==> src/rtl/pbit_pkg.sv <==
// Shared constants and types for the p-bit bank: fixed-point defaults, LFSR taps, FSM encoding.
package pbit_pkg;

   localparam int unsigned DEF_INT_SIZE   = 8;
   localparam int unsigned DEF_FLOAT_SIZE = 24;
   localparam logic [31:0] FIX_ONE        = 32'h01_000000;
   localparam logic [15:0] LFSR_MASK      = 16'hB400;

   typedef enum logic [1:0] {
      IDLE,
      ACT,
      CMP
   } pbit_fsm_t;

endpackage

==> src/rtl/pbit_lfsr.sv <==
// 16-bit Galois LFSR, free-running whenever reset is low; a zero seed is forced to 1.
module pbit_lfsr
   import pbit_pkg::*;
#(
   parameter logic [15:0] SEED = 16'hACE1
) (
   input  logic        CLK,
   input  logic        RST,
   output logic [15:0] q
);

   localparam logic [15:0] SEED_NZ = (SEED == '0) ? 16'h0001 : SEED;

   always_ff @(posedge CLK) begin
      if (RST) begin
         q <= SEED_NZ;
      end else if (q[0]) begin
         q <= (q >> 1) ^ LFSR_MASK;
      end else begin
         q <= q >> 1;
      end
   end

endmodule

==> src/rtl/pbit_bank.sv <==
// N-channel p-bit bank: hard-tanh activation, LFSR threshold compare, one update per 3 cycles.
// Optional macro PBIT_BETA_EN adds a beta_shift port that scales z (with saturation) at accept.
module pbit_bank
   import pbit_pkg::*;
#(
   parameter int unsigned N_PBITS    = 8,
   parameter int unsigned INT_SIZE   = DEF_INT_SIZE,
   parameter int unsigned FLOAT_SIZE = DEF_FLOAT_SIZE,
   parameter int unsigned RNG_WIDTH  = 16,
   parameter logic [15:0] SEED       = 16'hACE1,
   localparam int unsigned IDX_W     = (N_PBITS > 1) ? $clog2(N_PBITS) : 1,
   localparam int unsigned ZW        = INT_SIZE + FLOAT_SIZE
) (
   input  logic               CLK,
   input  logic               RST,
   input  logic               upd_valid,
   output logic               upd_ready,
   input  logic [IDX_W-1:0]   upd_idx,
   input  logic [ZW-1:0]      upd_z,
`ifdef PBIT_BETA_EN
   input  logic [2:0]         beta_shift,
`endif
   output logic               done_valid,
   output logic [IDX_W-1:0]   done_idx,
   output logic               done_val,
   output logic [N_PBITS-1:0] pbit_state
);

   localparam logic signed [ZW-1:0] LSB_S   = {{(ZW-1){1'b0}}, 1'b1};
   localparam logic signed [ZW-1:0] ONE_S   = LSB_S << FLOAT_SIZE;
   localparam logic signed [ZW-1:0] POS_LIM = ONE_S - LSB_S;
   localparam logic signed [ZW-1:0] NEG_LIM = -ONE_S;

   pbit_fsm_t                state_q, state_d;
   logic [IDX_W-1:0]         idx_q;
   logic signed [ZW-1:0]     z_q;
   logic signed [ZW-1:0]     z_in;
   logic signed [ZW-1:0]     t;
   logic [RNG_WIDTH-1:0]     thr_d, thr_q;
   logic [15:0]              lfsr_q;
   logic                     val;

   pbit_lfsr #(.SEED(SEED)) u_lfsr (
      .CLK (CLK),
      .RST (RST),
      .q   (lfsr_q)
   );

`ifdef PBIT_BETA_EN
   localparam logic signed [ZW+7:0] Z_MAX_W = {9'b0, {(ZW-1){1'b1}}};
   localparam logic signed [ZW+7:0] Z_MIN_W = {{9{1'b1}}, {(ZW-1){1'b0}}};
   logic signed [ZW+7:0] z_ext, z_shl;

   // Shift in 8 guard bits so overflow is detected before truncating back to ZW.
   always_comb begin
      z_ext = {{8{upd_z[ZW-1]}}, upd_z};
      z_shl = z_ext <<< beta_shift;
      if (z_shl > Z_MAX_W) begin
         z_in = Z_MAX_W[ZW-1:0];
      end else if (z_shl < Z_MIN_W) begin
         z_in = Z_MIN_W[ZW-1:0];
      end else begin
         z_in = z_shl[ZW-1:0];
      end
   end
`else
   always_comb begin
      z_in = upd_z;
   end
`endif

   // Clamp first so t + ONE stays non-negative and below 2*ONE; thr is p's top RNG_WIDTH bits.
   always_comb begin
      if (z_q > POS_LIM) begin
         t = POS_LIM;
      end else if (z_q < NEG_LIM) begin
         t = NEG_LIM;
      end else begin
         t = z_q;
      end
      thr_d = RNG_WIDTH'((t + ONE_S) >> (FLOAT_SIZE + 1 - RNG_WIDTH));
      val   = (lfsr_q <= thr_q);
   end

   always_ff @(posedge CLK) begin
      if (RST) begin
         state_q <= IDLE;
      end else begin
         state_q <= state_d;
      end
   end

   always_comb begin
      state_d   = state_q;
      upd_ready = 1'b0;
      case (state_q)
         IDLE: begin
            upd_ready = 1'b1;
            if (upd_valid) begin
               state_d = ACT;
            end
         end
         ACT:     state_d = CMP;
         CMP:     state_d = IDLE;
         default: state_d = IDLE;
      endcase
   end

   always_ff @(posedge CLK) begin
      if (RST) begin
         idx_q      <= '0;
         z_q        <= '0;
         thr_q      <= '0;
         done_valid <= 1'b0;
         done_idx   <= '0;
         done_val   <= 1'b0;
         pbit_state <= '0;
      end else begin
         done_valid <= 1'b0;
         case (state_q)
            IDLE: begin
               if (upd_valid) begin
                  idx_q <= upd_idx;
                  z_q   <= z_in;
               end
            end
            ACT: thr_q <= thr_d;
            CMP: begin
               done_valid <= 1'b1;
               done_idx   <= idx_q;
               done_val   <= val;
               if (32'(idx_q) < N_PBITS) begin
                  pbit_state[idx_q] <= val;
               end
            end
            default: ;
         endcase
      end
   end

endmodule
==> config.mk <==
export PLATFORM = sky130hd
export DESIGN_NAME = pbit_bank
export DESIGN_NICKNAME = d
export VERILOG_FILES = /design/src/rtl/pbit_pkg.sv /design/src/rtl/pbit_lfsr.sv /design/src/rtl/pbit_bank.sv
export SDC_FILE = /design/constraint.sdc
export NUM_CORES = 1
export LEC_CHECK = 0
export ABC_AREA = 0
export BUFFER_PORTS_ARGS = -buffer_cell sky130_fd_sc_hd__buf_2
export CELL_PAD_IN_SITES_DETAIL_PLACEMENT = 0
export CELL_PAD_IN_SITES_GLOBAL_PLACEMENT = 1
export CORE_ASPECT_RATIO = 1.1
export CORE_MARGIN = 5
export CORE_UTILIZATION = 43
export DETAILED_ROUTE_END_ITERATION = 8
export PLACE_DENSITY_LB_ADDON = 0.05
export SLEW_MARGIN = 10
export SYNTH_ARGS = -nofsm -noshare
export SYNTH_HDL_FRONTEND = slang
export SYNTH_SLANG_ARGS = --single-unit
==> constraint.sdc <==
create_clock -name CLK -period 2.9 [get_ports CLK]
set_input_delay 0.58 -clock CLK [delete_from_list [all_inputs] [get_ports CLK]]
set_output_delay 0.58 -clock CLK [all_outputs]
set_load 0.02 [all_outputs]
==> results.ini, run 1 <==
[sta]
period_share_pct = 68.6
fmax_mhz = 503
setup_ws_ns = 0.910
slew_headroom_pct = 30.1
finalMaxSlewViolations = 0
fin_crit_ns = 1.99
setup_viol = 0
rsz0062_at_grt = no
final_hold_viol_count = 0
final.setup.tns_ns = 0
tightest_slew_ns = 1.05
fin_skew_ns = 0.0116
hold_ws_ns = 0.452

[clock_tree]
cts_tree = done
cts_setup_buffers = 0
numCtsBuffers = 9
cts_root_buffer = clkbuf_8
hold_buffers = 0
cts_htree_levels = 3
clk_pin_slew_ns = 0.08
clock-sinks = 73
cts_buffer_depth = 2
post_cts_resized = 0
clk-insertion-delay-late_ns = 0.34

[run]
drv_cap = 0

[floorplan]
start_util_pct = 44.3
die_y_microns = 96.4
dieArea_sq_mm = 0.00854
core_area_sq_mm = 0.00659
rows = 31
fp.dieW_microns = 88.6
io_pins = 52

[finish]
register_area_sq_mm = 0.00146
diodes = 0
drive_gt1_share_pct = 18.7
final_nets = 440
multi_input_area_sq_mm = 0.00131
area_delta_synth_final_pct = 18.5
final_cell_area_sq_mm = 0.00346
fill_cells = 701

[logic_synthesis]
ys_ff_latch = 73
synth.net_count = 403
synth.yosys.seq_area_share_pct = 50.0
synth_cell_types = 26
ys_warn_count = 0
syn_avg_cell_area_sq_um = 8.37
syn_area_sq_mm = 0.00292
synthCells = 349

[grt]
grtUsageTotal_pct = 15.4
antenna_found_initial = 0
grt_use_met1_pct = 19.0
grt_pass1_wl_microns = 10300
grt_pass1_vias = 2340
grt_max_degree = 61
use_met3_pct = 3.39
grt.busiest_layer = met2
overflow = 0
grt.met2_usage_pct = 25.9

[power_and_ir_drop]
p_leak_uw = 0.00137
cellPowerDensity_mw_per_mm2 = 696
p_total_uw = 2410
ir_worst_vdd_uv = 313

[routing]
drt-initial-drc-count = 70
drt-vias-per-instance = 5.00
vias = 2364
ant_nets = 0
drt_wl_total_microns = 6070
drc = 0
wire_per_inst_microns = 12.8
firstDrtPassIters = 4

[placement]
placed_cell_area_sq_mm = 0.00318
dp_hpwl_microns = 4230
routabilityCongestion = 0.713
io_buffers = 42
dp_slack_ns = 0.883

[critical_path]
end_kind = flop
worstSetupPathType = flop to flop
start_kind = flop
required_ns = 3.07
worstPathMaxFanout = 9
worstPathArrival_ns = 2.16

[outcome]
status = completed

[hold_path]
hold_class = flop to flop

## cells in the final DEF, fill, tap and decap left out
master	instances
nor4_1	2
nand4_2	1
nor4_2	1
nor2_1	20
ha_1	16
buf_2	42
a31oi_4	1
and4_1	1
nand2b_1	7
inv_1	16
bufinv_16	4
and2_1	1
o211ai_1	1
a21oi_1	54
dfxtp_1	73
nor3_1	5
nand2_1	78
o21ai_0	18
a211oi_1	9
a21oi_2	1
buf_4	5
xnor2_1	3
a2111o_1	1
clkbuf_8	11
nor2b_1	8
and2b_1	1
clkinv_2	1
nand4_1	4
or2_2	6
## cell type report
class	instances	share of cell area [%]
sequential	73	42.2
inverter	16	1.74
clock buffer	11	4.37
tap	82	2.96
timing repair buffer	47	7.16
clock inverter	5	3.62
multi-input combinational	239	37.9
## registers in the layout (all words and copies together), names as in the netlist
| name | count |
|---|---|
| done_idx | 3 |
| done_val | 1 |
| done_valid | 1 |
| idx_q | 3 |
| pbit_state | 8 |
| state_q | 2 |
| thr_q | 16 |
| u_lfsr.q | 16 |
| z_q | 23 |
## power breakdown
part	switching [uW]	internal [uW]	leakage, uW	total, uW
logic	145	101	0.000628	246
clock network	366	704	0.000140	1070
registers	35.1	1060	0.000599	1090
total	546	1860	0.00137	2410
## path summary, 6_finish.rpt
kind | startpoint | to | slack (ns) | depth (start not counted)
max | u_lfsr.q[0] | done_val | 0.91 | 7
min | z_q[14] | z_q[14] | 0.45 | 2
max reg2reg | u_lfsr.q[0] | done_val | 0.91 | 7
min reg2reg | z_q[14] | z_q[14] | 0.45 | 2
## cell usage after synthesis
library cell | count | area [sq um]
dfxtp_1 | 73 | 1460
nand2_1 | 78 | 293
o21ai_0 | 18 | 90.1
a31oi_4 | 1 | 21.3
nand4_1 | 4 | 25.0
o211ai_1 | 1 | 7.51
or2_2 | 6 | 37.5
and4_1 | 1 | 8.76
nor2b_1 | 8 | 50.1
nor4_1 | 2 | 12.5
nand4_2 | 1 | 12.5
nor4_2 | 1 | 12.5
nand2b_1 | 7 | 43.8
a211oi_1 | 9 | 67.6
a21oi_1 | 54 | 270
a21oi_2 | 1 | 8.76
nor3_1 | 5 | 25.0
ha_1 | 16 | 200
and2_1 | 1 | 6.26
buf_2 | 6 | 30.0
inv_1 | 16 | 60.1
xnor2_1 | 3 | 26.3
and2b_1 | 1 | 7.51
nor2_1 | 20 | 75.1
clkbuf_1 | 15 | 56.3
a2111o_1 | 1 | 11.3
## critical path, stage by stage (launching register included)
cell	delay (ns)
dfxtp_1	0.48
inv_1	0.08
ha_1	0.18
nor2b_1	0.10
o211ai_1	0.10
a2111o_1	0.41
a31oi_4	0.35
a211oi_1	0.13
## metrics by stage
stage	cells	util (%)
after global routing	473	52.5
after floorplan	349	-
final	473	52.5
after global placement	457	48.3
after detailed placement	457	48.3
after CTS	473	52.5
## logic make-up (layout without fill, tap and decap cells)
logic type,count (synthesis),count (layout),share of synthesized area [%]
DFF,73,73,50.0
adders and majority gates,16,16,6.86
buffers and inverters,37,79,5.01
and+or+nand+nor,135,135,20.9
xor gates and xnor gates,3,3,0.900
AOI/OAI and AO/OA,85,85,16.3
## metal layers
metal | part of all wire [%] | vias up
met5 | 0 | -
met2 | 47 | 30
met4 | 1.7 | 0
met3 | 3.4 | 10
li1 | - | 1232
met1 | 48 | 1092
Note: power is estimated with default switching activity, not from simulation.
==> run 2, diff against run 1 <==
- CORE_UTILIZATION: 43 -> 40
- clock period: 2.9 -> 2 ns (I/O delays scaled with it)
==> run 2 against run 1 <==
Net effect:
- first-iteration DRC count fell by 14%
- final area rose by 0.94%
- register-to-register slack worse by 0.74 ns
- sequential share of layout area down 0.39 points
- clock power rose by 30%
- global-route usage decreased by 1.1 points
==> results.ini, run 2 (synthesis gave the netlist of run 1 again) <==
[placement]
placed_cell_area_sq_mm = 0.00322  ; +1.1%
dp_hpwl_microns = 4420  ; +4.5%
routabilityCongestion = 0.708  ; -0.76%
dp_slack_ns = 0.0906  ; -0.792 ns
io_buffers = 42  ; unchanged

[sta]
finalMaxSlewViolations = 0  ; unchanged
rsz0062_at_grt = no
fin_crit_ns = 1.83  ; -0.155 ns
slew_headroom_pct = 53.4  ; +23 points
setup_ws_ns = 0.165  ; -0.745 ns
period_share_pct = 91.7  ; +23 points
final.setup.tns_ns = 0  ; unchanged
tightest_slew_ns = 0.699  ; -0.349 ns
fmax_mhz = 545  ; +8.5%
hold_ws_ns = 0.285  ; -0.167 ns
setup_viol = 0  ; unchanged
fin_skew_ns = 0.00933  ; -0.00228 ns
final_hold_viol_count = 0  ; unchanged

[critical_path]
worstRegToRegCells = 7  ; unchanged
rr_startpoint = thr_q[11]
start_kind = flop
crit_path_end = done_val
worstPathArrival_ns = 2.03  ; -0.13 ns
crit_start = thr_q[11]
ff2ff_setup_slack_ns = 0.17  ; -0.74 ns
required_ns = 2.20  ; -0.87 ns
worstSetupPathType = flop to flop
end_kind = flop
rr_endpoint = done_val
worstPathMaxFanout = 9  ; unchanged

[finish]
final_nets = 445  ; +1.1%
drive_gt1_share_pct = 19.9  ; +1.3 points
final_cell_mix = 78 x nand2_1, 73 x dfxtp_1, 53 x a21oi_1
largest_register = z_q
diodes = 0  ; unchanged
multi_input_area_sq_mm = 0.00133  ; +0.95%
layout_commonest_cell = nand2_1
register_area_sq_mm = 0.00146  ; unchanged
reg_top3 = z_q: 23 flops, thr_q: 16 flops, u_lfsr.q: 16 flops
final_cell_area_sq_mm = 0.00349  ; +0.94%
fill_cells = 709  ; +1.1%
area_delta_synth_final_pct = 19.6
largest_reg_flops = 23  ; unchanged

[floorplan]
dieArea_sq_mm = 0.00911  ; +6.7%
rows = 32  ; +3.2%
io_pins = 52  ; unchanged
start_util_pct = 41.4  ; -2.8 points
fp.dieW_microns = 91.5  ; +3.3%
die_y_microns = 99.6  ; +3.3%
core_area_sq_mm = 0.00705  ; +6.9%

[clock_tree]
cts_buffer_depth = 2  ; unchanged
cts_root_buffer = clkbuf_8
numCtsBuffers = 9  ; unchanged
clk_pin_slew_ns = 0.08  ; about the same
clk-insertion-delay-late_ns = 0.34  ; about the same
clock-sinks = 73  ; unchanged
cts_tree = done
cts_htree_levels = 3  ; unchanged

[power_and_ir_drop]
p_leak_uw = 0.00138  ; +1.2%
p_total_uw = 3350  ; +39%
cellPowerDensity_mw_per_mm2 = 958  ; +38%
ir_worst_vdd_uv = 443  ; +42%

[outcome]
status = completed

[routing]
wire_per_inst_microns = 13.1  ; +1.9%
drt-vias-per-instance = 4.91  ; -1.7%
ant_nets = 0  ; unchanged
vias = 2362  ; -0.085%
firstDrtPassIters = 4  ; unchanged
drc = 0  ; unchanged
drt_wl_total_microns = 6290  ; +3.7%
drt-initial-drc-count = 60  ; -14%

[grt]
grt_max_degree = 41  ; -33%
grt_pass1_wl_microns = 10600  ; +3.1%
antenna_found_initial = 0  ; unchanged
overflow = 0  ; unchanged
grtUsageTotal_pct = 14.4  ; -1.1 points
grt_pass1_vias = 2305  ; -1.5%

[hold_path]
hold_class = input port to flop
min_delay_path_depth = 3  ; +1

[run]
drv_cap = 0  ; unchanged

-- run 2: final cells by class --
class / count / area share (%)
timing repair buffer: 52 / 8.52
multi-input combinational: 239 / 37.9
tap: 85 / 3.04
sequential: 73 / 41.8
clock inverter: 7 / 3.40
clock buffer: 9 / 3.55
inverter: 16 / 1.72
-- run 2: worst min path at each step --
stage / slack (ns) / from / end
detailed placement: 0.43 / u_lfsr.q[7] / u_lfsr.q[6]
CTS: 0.27 / upd_z[10] / z_q[10]
floorplan: 0.42 / u_lfsr.q[1] / u_lfsr.q[0]
global route: 0.28 / upd_z[10] / z_q[10]
finish: 0.29 / upd_z[24] / z_q[24]
global placement: 0.42 / u_lfsr.q[7] / u_lfsr.q[6]
-- run 2: power by group --
group / internal [uW] / switching [uW]
clock network: 828 / 560
registers: 1540 / 47.3
logic: 158 / 219
-- run 2: metal layers --
layer / up-vias / GRT usage (%) / wire length [microns]
met4: 0 / 7.11 / 85
met1: 1081 / 18.4 / 3100
li1: 1239 / - / -
met5: - / 0 / 0
met2: 32 / 22.7 / 2860
met3: 10 / 3.40 / 245
-- run 2: per-stage QoR --
stage                     util [%]  instances
after floorplan                  -        349
after global placement        45.7        464
after detailed placement      45.7        464
after CTS                     49.1        480
after global routing          49.6        481
final                         49.6        481
-- run 2: repair_timing --
action | CTS | global route
endpoints found under the setup margin | 0 | 10
endpoints found under the hold margin | 0 | 0
hold buffers | 0 | 0
gates resized for setup | 0 | 2
buffers inserted | 0 | 1
-- run 2: critical path: stages, from the launching register on --
cell	delay (ns)
dfxtp_1	0.33
inv_1	0.04
ha_1	0.30
nand4_1	0.20
a2111o_1	0.43
a31oi_4	0.17
buf_12	0.15
a211oi_1	0.06
==> run 3, diff against run 2 <==
- GPL_TIMING_DRIVEN: default -> 0
- PLACE_DENSITY: default -> 0.84
- PLACE_DENSITY_LB_ADDON: 0.05 -> default
==> run 3 against run 2 <==
Net effect:
- total power shrank 0.91%
- register-to-register slack lost 0.08 ns
- sequential share of layout area is essentially flat
- die area is the same
- maximum frequency shrank 4.0%
- clock skew is essentially flat
- hold slack gained 0.0065 ns
- sequential power is essentially flat
- global-route usage grew 0.40 points
- largest power group unchanged
==> results.ini, run 3 (synthesis gave the netlist of run 1 again) <==
[sta]
final_hold_viol_count = 0  ; unchanged
fmax_mhz = 523  ; -4.0%
rsz0062_at_grt = no
period_share_pct = 95.6  ; +3.8 points
fin_skew_ns = 0.00937  ; +0.0000377 ns
slew_headroom_pct = 64.5  ; +11 points
fin_crit_ns = 1.91  ; +0.0764 ns
tightest_slew_ns = 0.532  ; -0.167 ns
hold_ws_ns = 0.292  ; +0.00648 ns
setup_viol = 0  ; unchanged
finalMaxSlewViolations = 0  ; unchanged
final.setup.tns_ns = 0  ; unchanged

[floorplan]
start_util_pct = 41.4  ; unchanged
fp.dieW_microns = 91.5  ; unchanged
core_area_sq_mm = 0.00705  ; unchanged
rows = 32  ; unchanged
die_y_microns = 99.6  ; unchanged
dieArea_sq_mm = 0.00911  ; unchanged
io_pins = 52  ; unchanged

[finish]
fin_util_pct = 49.6  ; about the same
largest_reg_flops = 23  ; unchanged
diodes = 0  ; unchanged
reg_top3 = z_q: 23 flops, thr_q: 16 flops, u_lfsr.q: 16 flops
final_cell_mix = 78 x nand2_1, 71 x dfxtp_1, 53 x a21oi_1
layout_commonest_cell = nand2_1
largest_register = z_q
final_cell_area_sq_mm = 0.00350  ; about the same
final_nets = 456  ; +2.5%
drive_gt1_share_pct = 19.0  ; -0.98 points
area_delta_synth_final_pct = 19.7  ; about the same

[routing]
ant_nets = 0  ; unchanged
drt-initial-drc-count = 84  ; +40%
firstDrtPassIters = 4  ; unchanged
wire_per_inst_microns = 13.3  ; +1.6%
drt-vias-per-instance = 4.95  ; +0.87%
drc = 0  ; unchanged
drt_wl_total_microns = 6520  ; +3.7%
vias = 2432  ; +3.0%

[critical_path]
worstPathMaxFanout = 5  ; -4
worstPathArrival_ns = 2.12  ; +0.09 ns
worstSetupPathType = flop to flop
start_kind = flop
end_kind = flop
required_ns = 2.21  ; about the same

[power_and_ir_drop]
ir_worst_vdd_uv = 432  ; -2.3%
p_leak_uw = 0.00137  ; -0.82%
p_total_uw = 3320  ; -0.91%
cellPowerDensity_mw_per_mm2 = 949  ; -0.98%

[clock_tree]
cts_buffer_depth = 2  ; unchanged
numCtsBuffers = 9  ; unchanged
cts_tree = done
hold_buffers = 0  ; unchanged
clk_pin_slew_ns = 0.08  ; about the same
clock-sinks = 73  ; unchanged
cts_setup_buffers = 0  ; unchanged
cts_htree_levels = 3  ; unchanged
cts_root_buffer = clkbuf_8
clk-insertion-delay-late_ns = 0.34  ; about the same

[grt]
antenna_found_initial = 0  ; unchanged
grt_max_degree = 13  ; -68%
grt_pass1_wl_microns = 11000  ; +3.8%
overflow = 0  ; unchanged
grtUsageTotal_pct = 14.8  ; +0.40 points
grt_pass1_vias = 2413  ; +4.7%

[placement]
dp_hpwl_microns = 4750  ; +7.3%
routabilityCongestion = 0.858  ; +21%
io_buffers = 41  ; -2.4%
placed_cell_area_sq_mm = 0.00323  ; +0.43%

[outcome]
status = completed

[run]
drv_cap = 0  ; unchanged

[hold_path]
hold_class = input port to flop

[run 3: stage by stage]
stage	cells	worst slack (ns)
detailed placement	475	0.0787
CTS	490	0.0643
finish	491	0.0889
global route	491	0.00746
floorplan	349	0.310
global placement	475	0.109
[run 3: per-layer routing]
metal  GRT usage (%)  vias up  wire, microns  part of all wire (%)
li1                -     1270              -                     -
met1            19.3     1092           2970                    45
met2            23.4       59           3100                    47
met3            2.87       11            323                   5.0
met4            7.22        0            136                   2.1
met5               0        -              0                     0
[run 3: area by class of cell]
cell class | instances | area, sq um
fillers | 705 | 3550
clock buffers | 9 | 124
multi-input cells | 240 | 1340
well taps | 85 | 106
plain buffers | 21 | 86.3
clock inverters | 6 | 108
inverters | 16 | 60.1
repair buffers | 41 | 205
flip-flops and latches | 73 | 1460
[run 3: final timing paths]
path / start / end / slack (ns) / cells past startpoint
max reg2reg: thr_q[5] / pbit_state[0] / 0.09 / 6
min reg2reg: u_lfsr.q[7] / u_lfsr.q[6] / 0.44 / 1
max: thr_q[5] / pbit_state[0] / 0.09 / 6
min: upd_z[29] / z_q[29] / 0.29 / 3
[run 3: report_power, final]
part	internal (uW)	leakage, uW	total (uW)	switching [uW]
combinational	150	0.000657	375	225
sequential	1540	0.000599	1590	51.3
clock	817	0.000115	1350	538
total	2500	0.00137	3320	814
[run 3: worst max-delay path, stage by stage, from the launching register on]
cell,delay [ns]
dfxtp_1,0.34
inv_1,0.05
ha_1,0.29
nand4_1,0.18
a2111o_1,0.51
a31oi_4,0.28
a211oi_1,0.12
[run 3: timing repair]
action / in CTS / in global routing
endpoints found under the setup margin: 0 / 9
hold endpoints to repair: 0 / 0
resized for setup: 0 / 5
